===== config.mk =====
export PLATFORM = sky130hd
export DESIGN_NAME = fetch_unit
export DESIGN_NICKNAME = d
export VERILOG_FILES = /design/src/rtl/fetch_pkg.sv /design/src/rtl/fetch_fifo.sv /design/src/rtl/fetch_unit.sv
export SDC_FILE = /design/constraint.sdc
export NUM_CORES = 1
export LEC_CHECK = 0
export ABC_AREA = 1
export ABC_CLOCK_PERIOD_IN_PS = 4800
export CAP_MARGIN = 10
export CELL_PAD_IN_SITES_DETAIL_PLACEMENT = 1
export CELL_PAD_IN_SITES_GLOBAL_PLACEMENT = 2
export CORE_MARGIN = 4
export CORE_UTILIZATION = 35
export DETAILED_ROUTE_END_ITERATION = 6
export DONT_BUFFER_PORTS = 1
export HOLD_SLACK_MARGIN = 0.08
export PLACE_DENSITY = 0.78
export REMOVE_ABC_BUFFERS = 1
export SYNTH_ARGS = -nofsm -noshare
export SYNTH_HDL_FRONTEND = slang
export SYNTH_HIERARCHICAL = 1
export SYNTH_SLANG_ARGS = --single-unit

===== constraint.sdc =====
create_clock -name clk -period 4.8 [get_ports clk]
set_clock_uncertainty 0.2 [all_clocks]
set_input_delay 0.96 -clock clk [delete_from_list [all_inputs] [get_ports clk]]
set_output_delay 0.96 -clock clk [all_outputs]
set_load 0.01 [all_outputs]

===== src/rtl/fetch_pkg.sv =====
// Shared types and constants for the instruction fetch unit.
package fetch_pkg;

    typedef enum logic {
        ST_RUN   = 1'b0,
        ST_FLUSH = 1'b1
    } fetch_state_e;

    localparam logic [31:0] PC_INC = 32'h4;

endpackage


===== src/rtl/fetch_fifo.sv =====
// Instruction buffer for the fetch unit: power-of-2 circular FIFO with flush.
// Head reads as zero while empty so the decode outputs are clean after reset/flush.
module fetch_fifo #(
    parameter int unsigned DEPTH = 4,
    parameter int unsigned WIDTH = 64,
    parameter int unsigned CW    = $clog2(DEPTH) + 1
) (
    input  logic             clk,
    input  logic             rst,
    input  logic             i_push,
    input  logic [WIDTH-1:0] i_data,
    input  logic             i_pop,
    input  logic             i_flush,
    output logic [WIDTH-1:0] o_head,
    output logic [CW-1:0]    o_count
);
    localparam int unsigned AW = $clog2(DEPTH);

    logic [WIDTH-1:0] r_mem [DEPTH];
    logic [AW-1:0]    r_wr;
    logic [AW-1:0]    r_rd;
    logic [CW-1:0]    r_count;
    logic             w_wr_en;
    logic             w_rd_en;

    assign w_wr_en = i_push && !i_flush;
    assign w_rd_en = i_pop && !i_flush && (r_count != '0);

    always_ff @(posedge clk or negedge rst) begin
        if (!rst) begin
            r_wr    <= '0;
            r_rd    <= '0;
            r_count <= '0;
        end else if (i_flush) begin
            r_wr    <= '0;
            r_rd    <= '0;
            r_count <= '0;
        end else begin
            if (w_wr_en) r_wr <= r_wr + AW'(1);
            if (w_rd_en) r_rd <= r_rd + AW'(1);
            r_count <= r_count + CW'(w_wr_en) - CW'(w_rd_en);
        end
    end

    always_ff @(posedge clk) begin
        if (w_wr_en) r_mem[r_wr] <= i_data;
    end

    assign o_head  = (r_count != '0) ? r_mem[r_rd] : '0;
    assign o_count = r_count;

    // The fetch credit rule reserves a slot for every in-flight response.
    a_no_overflow: assert property (@(posedge clk) disable iff (!rst)
        !(w_wr_en && (r_count == CW'(DEPTH))));

endmodule


===== src/rtl/fetch_unit.sv =====
// Instruction fetch unit: credit-limited imem requests, in-order response buffer, redirect flush.
// Define FETCH_PERF_EN to add the stall_cnt decode-starvation counter.
module fetch_unit
    import fetch_pkg::*;
#(
    parameter logic [31:0] RESET_PC = 32'h0000_0000,
    parameter int unsigned DEPTH    = 4
) (
    input  logic        clk,
    input  logic        rst,
    input  logic        redirect_valid,
    input  logic [31:0] redirect_pc,
    output logic        imem_req_valid,
    input  logic        imem_req_ready,
    output logic [31:0] imem_req_addr,
    input  logic        imem_rsp_valid,
    input  logic [31:0] imem_rsp_data,
    output logic        instr_valid,
    input  logic        instr_ready,
    output logic [31:0] instr,
    output logic [31:0] instr_pc
`ifdef FETCH_PERF_EN
    ,
    output logic [31:0] stall_cnt
`endif
);
    localparam int unsigned CW = $clog2(DEPTH) + 1;

    fetch_state_e  r_state;
    fetch_state_e  w_state_nxt;
    logic [31:0]   r_fpc;
    logic [31:0]   w_fpc_nxt;
    logic [31:0]   r_rpc;
    logic [31:0]   w_rpc_nxt;
    logic [CW-1:0] r_outst;
    logic [CW-1:0] w_outst_nxt;
    logic [CW-1:0] r_drop;
    logic [CW-1:0] w_drop_nxt;
    logic [CW-1:0] w_cnt;
    logic [CW:0]   w_inflight;
    logic          w_accept;
    logic          w_push;
    logic          w_pop;
    logic [63:0]   w_head;

    // Responses return in order and addresses are sequential between redirects,
    // so r_rpc tracks the address of the oldest outstanding request.
    assign w_inflight     = {1'b0, r_outst} + {1'b0, w_cnt};
    assign imem_req_valid = rst && (r_state == ST_RUN) && !redirect_valid
                            && (w_inflight < (CW+1)'(DEPTH));
    assign imem_req_addr  = r_fpc;
    assign w_accept       = imem_req_valid && imem_req_ready;
    assign w_push         = imem_rsp_valid && (r_state == ST_RUN) && !redirect_valid;
    assign w_pop          = instr_valid && instr_ready && !redirect_valid;

    assign instr_valid = (w_cnt != '0);
    assign instr       = w_head[63:32];
    assign instr_pc    = w_head[31:0];

    always_comb begin
        w_state_nxt = r_state;
        w_fpc_nxt   = r_fpc;
        w_rpc_nxt   = r_rpc;
        w_drop_nxt  = r_drop;
        w_outst_nxt = r_outst + CW'(w_accept) - CW'(imem_rsp_valid);
        if (redirect_valid) begin
            w_fpc_nxt   = redirect_pc;
            w_rpc_nxt   = redirect_pc;
            w_drop_nxt  = w_outst_nxt;
            w_state_nxt = (w_outst_nxt != '0) ? ST_FLUSH : ST_RUN;
        end else begin
            if (w_accept) w_fpc_nxt = r_fpc + PC_INC;
            if (w_push)   w_rpc_nxt = r_rpc + PC_INC;
            if (r_state == ST_FLUSH) begin
                if (imem_rsp_valid) w_drop_nxt = r_drop - CW'(1);
                if (w_drop_nxt == '0) w_state_nxt = ST_RUN;
            end
        end
    end

    always_ff @(posedge clk or negedge rst) begin
        if (!rst) begin
            r_state <= ST_RUN;
            r_fpc   <= RESET_PC;
            r_rpc   <= RESET_PC;
            r_outst <= '0;
            r_drop  <= '0;
        end else begin
            r_state <= w_state_nxt;
            r_fpc   <= w_fpc_nxt;
            r_rpc   <= w_rpc_nxt;
            r_outst <= w_outst_nxt;
            r_drop  <= w_drop_nxt;
        end
    end

    fetch_fifo #(
        .DEPTH (DEPTH),
        .WIDTH (64),
        .CW    (CW)
    ) u_fifo (
        .clk     (clk),
        .rst     (rst),
        .i_push  (w_push),
        .i_data  ({imem_rsp_data, r_rpc}),
        .i_pop   (w_pop),
        .i_flush (redirect_valid),
        .o_head  (w_head),
        .o_count (w_cnt)
    );

`ifdef FETCH_PERF_EN
    logic [31:0] r_stall;

    always_ff @(posedge clk or negedge rst) begin
        if (!rst) begin
            r_stall <= '0;
        end else if (instr_ready && !instr_valid && (r_stall != '1)) begin
            r_stall <= r_stall + 32'd1;
        end
    end

    assign stall_cnt = r_stall;
`endif

endmodule


======== Word-level counts from Yosys, hierarchy flattened ========
Memory sizes are Yosys's and may differ from the RTL's.
Cells that the tools add are included.
cells by class
  $add $sub $neg .......................... 10
  muxes and demuxes ....................... 21
  bitwise logic cells ..................... 1
  reduce and logical (&&, ||, !) cells .... 20
  order comparisons ....................... 1
operators by type and width
  cell                                                         number
  two-way mux 32 bit                                           4
  adder 32 x 3 -> 32 bit (second input constant)               2
  two-way mux 64 bit                                           1
  two-way mux 3 bit                                            6
  logical AND 1 bit                                            11
  nonzero test 2 bit                                           5
  two-way mux 2 bit                                            4
  adder 3 x 1 -> 3 bit                                         2
  two-way mux 1 bit                                            6
  nonzero test 3 bit                                           2
  subtractor 3 x 1 -> 3 bit                                    2
  adder 2 x 1 -> 2 bit (second input constant)                 2
  adder 3 x 3 -> 4 bit                                         1
  less-than comparator 4 x 3 -> 1 bit (second input constant)  1
  logical NOT 3 bit                                            1
  subtractor 3 x 1 -> 3 bit (second input constant)            1
  logical NOT 1 bit                                            1
  NOT 1 bit                                                    1
word-level totals
  output and inout port bits .............. 98
  bits in writable memories ............... 256
  input port bits ......................... 70
  register bits ........................... 78
  memories kept ........................... 1
  word-level logic and storage cells ...... 62
memories
  memory        depth  bits a word  read ports  clocked after Yosys merged registers in  wr ports  line              source
  u_fifo.r_mem  4      64           1           0                                        1         fetch_fifo.sv:19  logic [WIDTH-1:0] r_mem [DEPTH];

======== Logic depth before layout (Yosys ltp) ========
  depth after elaboration ................. 10
  depth in mapped cells ................... 18
  depth with buffers taken out ............ 15

======== Hierarchy ========
Netlist, hierarchy kept.
by module, submodules not included
  module      area an instance (um^2)  sequential area each (um^2)  instances  cells each
  fetch_fifo  11288.3                  7862.5                       1          1067
  fetch_unit  4914.7                   1776.7                       1          768

======== Worst setup path after synthesis ========
Ideal clock, no wire load.
  kind .................................... input-to-reg
  from .................................... in redirect_valid
  to ...................................... mem u_fifo.r_mem[0][0], enable pin
  stages on the path ...................... 5
  slack ................................... -0.280 ns
  required time ........................... 4.113 ns
  arrival ................................. 4.394 ns
  setup time .............................. 0.487 ns
  path buffers ............................ 2
  cells stage by stage .................... buf_6 nor2_1 clkbuf_1 nand2_1 nor2_1
between the ends
  word-level cells in the longest chain between the ends .. 5
ends and longest elaborated chain
  item                                     line              source
  from (decl)                              fetch_unit.sv:11  input logic redirect_valid,
  logical NOT 1 bit                        fetch_unit.sv:53  assign w_push = imem_rsp_valid && (r_state == ST_RUN) && !redirect_valid;
  logical AND 1 bit                        fetch_unit.sv:53
  named net w_push                         fetch_unit.sv:42  logic w_push;
  logical AND 1 bit                        fetch_fifo.sv:26  assign w_wr_en = i_push && !i_flush;
  two-way mux 1 bit                        fetch_fifo.sv:46  if (w_wr_en) r_mem[r_wr] <= i_data;
  two-way mux 1 bit (implied by the code)  fetch_fifo.sv:46
  to (decl)                                fetch_fifo.sv:19
The timed path passes the listed nets, and every way through them passes these cells.

======== Worst setup path in the final report ========
  from .................................... reg u_fifo.r_rd[0]
  to ...................................... out instr_pc[27]
between the ends
  word-level cells in the longest chain between the ends .. 2
ends and longest elaborated chain
  item                      line              source
  from (decl)               fetch_fifo.sv:21  logic [AW-1:0] r_rd;
  from (signal assigned)    fetch_fifo.sv:40  if (w_rd_en) r_rd <= r_rd + AW'(1);
  memory read (4 x 64 bit)  n/a
  two-way mux 64 bit        fetch_fifo.sv:49  assign o_head = (r_count != '0) ? r_mem[r_rd] : '0;
  to (decl)                 fetch_unit.sv:21  output logic [31:0] instr_pc
Every way passes these cells.

==> flow_summary.json <==
{
  "run_status": "finished clean",
  "worstSetupPathType": "flop to primary output",
  "synth.distinct_cells": 34,
  "dp_slack_ns": 1.534,
  "synth_area_leaders": "edfxtp_1 47%, nand2_1 12%, dfrtp_1 12%",
  "insertedDiodeCount": 0,
  "io_pins": 168,
  "grt_pass1_vias": 12760,
  "globalplace.congestion": 0.8028,
  "syn_area_sq_mm": 0.01620,
  "dp_hpwl_um": 29900,
  "coreArea_sq_mm": 0.04558,
  "initialDrtViolationCount": 625,
  "yosysMostFrequentCell": "nand2_1",
  "firstDrtPassIters": 7,
  "ant_nets": 0,
  "synthArstFlopShare_pct": 23.35,
  "die_w_um": 223.2,
  "drcViolationCount": 0,
  "antenna_found_initial": 0,
  "synth_top_area_share_pct": 47.44,
  "fin_util_pct": 39.63,
  "rsz0062_at_grt": "false",
  "switching_share_pct": 26.13,
  "die_h_um": 223.2,
  "avgSynthCellArea_sq_um": 8.830,
  "cts_sinks": 334,
  "synth_top_area_cell": "edfxtp_1",
  "start_util_pct": 35.55,
  "maxSlewViolCount": 0,
  "track_usage_pct": 18.33,
  "cts.htree.levels": 2,
  "path_cells": "inv_4, buf_4, nand2_1, nand3_1, a21oi_1",
  "worstSetupEndpointType": "primary output",
  "yosysSeqAreaShare_pct": 59.49,
  "min_period_ns": 3.710,
  "netlist_instances": 1835,
  "cellPowerDensity_mw_per_mm2": 391.3,
  "setup_viol": 0,
  "grt_remaining_overflow": 0,
  "clockRootBuffer": "clkbuf_16",
  "final.period_utilization_pct": 77.29,
  "area_delta_synth_final_pct": 11.48,
  "max_freq_mhz": 269.6,
  "vias": 12010,
  "maxCapViolations": 0,
  "finalHoldViolations": 0,
  "p_int_w": 0.005222,
  "port_buffers": 0,
  "grt_max_degree": 82,
  "crit_family": "buffers and inverters",
  "clkPwrFrac_pct": 41.2,
  "clk_pin_slew_ns": 0.06,
  "arrival_ns": 2.55,
  "cp_max_fo": 81,
  "wl_per_cell_um": 18.83,
  "path_buf_inv": 2,
  "dieArea_sq_mm": 0.04980,
  "p_total_w": 0.007069,
  "synth_edf_count": 256,
  "routed_wl_um": 46250,
  "num_rows": 78,
  "seqPwrFrac_pct": 50.3,
  "finalNetCount": 1912,
  "yosys_most_used_dff": "edfxtp_1",
  "grt_pass1_wl_um": 72040,
  "slew_headroom_pct": 36.78,
  "critical_path_required_ns": 3.64,
  "max-vdd-ir-drop_mv": 0.1977,
  "p_comb_share_pct": 8.5,
  "switchingPower_w": 0.001847,
  "critPathSlowestCell": "inv_4",
  "hold_slack_ns": 0.08354,
  "clk_latency_ns": 0.54,
  "drive_gt1_share_pct": 5.280,
  "cts_made_buffers": 39,
  "cts_buffer_depth": 3,
  "cts_setup_buffers": 0,
  "setup_slack_ns": 1.090,
  "ys_warn_count": 6,
  "cp-start-kind": "flop",
  "crit_path_max_incr_delay_ns": 0.67,
  "drt-vias-per-instance": 4.891,
  "power_leakage_nw": 7.952,
  "worst_slew_pin_slew_ns": 0.9483,
  "ys_seq_elements": 334,
  "synth_commonest_cells": "535 x nand2_1, 356 x inv_1, 256 x edfxtp_1",
  "cts_tree": "yes",
  "hold_class": "primary input to async pin"
}
[cells in the final DEF, fill, tap and decap left out, drive strengths merged, types with 9 or more instances in the layout]
| cell type | netlist | routed |
|---|---|---|
| a21oi | 81 | 81 |
| buf | 47 | 17 |
| clkbuf | 19 | 45 |
| clkinv | 1 | 21 |
| dfrtp | 78 | 78 |
| edfxtp | 256 | 256 |
| ha | 13 | 13 |
| inv | 360 | 360 |
| nand2 | 538 | 538 |
| nand3 | 209 | 209 |
| nor2 | 146 | 146 |
| nor3 | 9 | 9 |
| o21ai | 23 | 23 |
| xor2 | 13 | 13 |
[area by class of cell]
class,instances,area [sq um]
Fill cell,5256,27510
Sequential cell,334,9644
Multi-Input combinational cell,1074,4870
Inverter,361,1358
Clock buffer,45,998.5
Tap cell,600,750.7
Clock inverter,25,245.2
Timing Repair Buffer,17,197.7
[sequential cells by signal (all words and copies together) (netlist names)]
signal          count
r_state             1
r_drop              3
r_outst             3
u_fifo/r_wr         2
u_fifo/r_rd         2
r_rpc              32
imem_req_addr      32
u_fifo/r_mem      256
u_fifo/o_count      3
[per-stage QoR]
step           cells  TNS (ns)  instance area [sq um]
2_1_floorplan   1769   -197.55                  15830
3_3_place_gp    2385         0                  16790
3_5_place_dp    2385         0                  16790
4_1_cts         2456         0                  18060
5_1_grt         2456         0                  18060
6_report        2456         0                  18060
[final timing paths]
kind | from | end | slack, ns | depth (start not counted)
min in group clk | imem_rsp_data[1] | u_fifo/r_mem[0][33]$_DFFE_PP_ | 0.30 | 0
hold reg to reg | r_rpc[1]$_DFFE_PN0P_ | u_fifo/r_mem[3][1]$_DFFE_PP_ | 0.32 | 0
setup / recovery | u_fifo/r_rd[0]$_DFFE_PN0P_ | instr_pc[27] | 1.09 | 5
hold / removal | rst | imem_req_addr[24]$_DFFE_PN0N_ | 0.08 | 1
max in group asynchronous | rst | u_fifo/r_rd[0]$_DFFE_PN0P_ | 3.87 | 1
setup reg to reg | u_fifo/o_count[1]$_DFF_PN0_ | r_state$_DFF_PN0_ | 1.89 | 15
[power by group through the flow]
stage | clock (W) | sequential (W) | combinational [W]
2_1_floorplan | 0 | 0.00352 | 0.000438
3_3_place_gp | 0 | 0.00361 | 0.000575
3_5_place_dp | 0 | 0.00362 | 0.000601
4_1_cts | 0.00300 | 0.00356 | 0.000622
5_1_grt | 0.00310 | 0.00359 | 0.000700
6_report | 0.00291 | 0.00355 | 0.000604
[worst reg2reg max path, cell delays in order, from the launching register on]
cell and delay (ns):
dfrtp_1 0.45, ha_1 0.30, nand3_1 0.06, nand2_1 0.09, nor2_4 0.18, nand2_4 0.13, ha_1 0.29, inv_1 0.06
ha_1 0.13, inv_1 0.05, fa_1 0.47, inv_1 0.05, nand2_1 0.07, nand2_1 0.05, a21oi_1 0.11, nand3_1 0.09
[per-layer routing]
metal | vias to the layer above | global-route usage [%] | share of wire, %
met2 | 206 | 32.14 | 49
li1 | 5792 | - | -
met1 | 5966 | 22.76 | 44
met5 | - | 0 | 0
met3 | 48 | 4.382 | 5.4
met4 | 0 | 4.852 | 2.1
[kinds of logic (layout without fill, tap and decap cells)]
kind of cell,after synthesis,in the layout,synth area share (%)
compound gates,127,127,4.263
simple gates,915,915,23.44
flops,334,334,59.49
buf+inv,427,448,10.64
xor+xnor,17,17,0.9189
fa+ha+maj,15,15,1.251
[timing repair]
action | in CTS | in global routing
hold endpoints to repair | 78 | 0
hold buffers | 1 | 0
resized for setup | 0 | 0
Note: power is estimated with default switching activity, not from simulation.
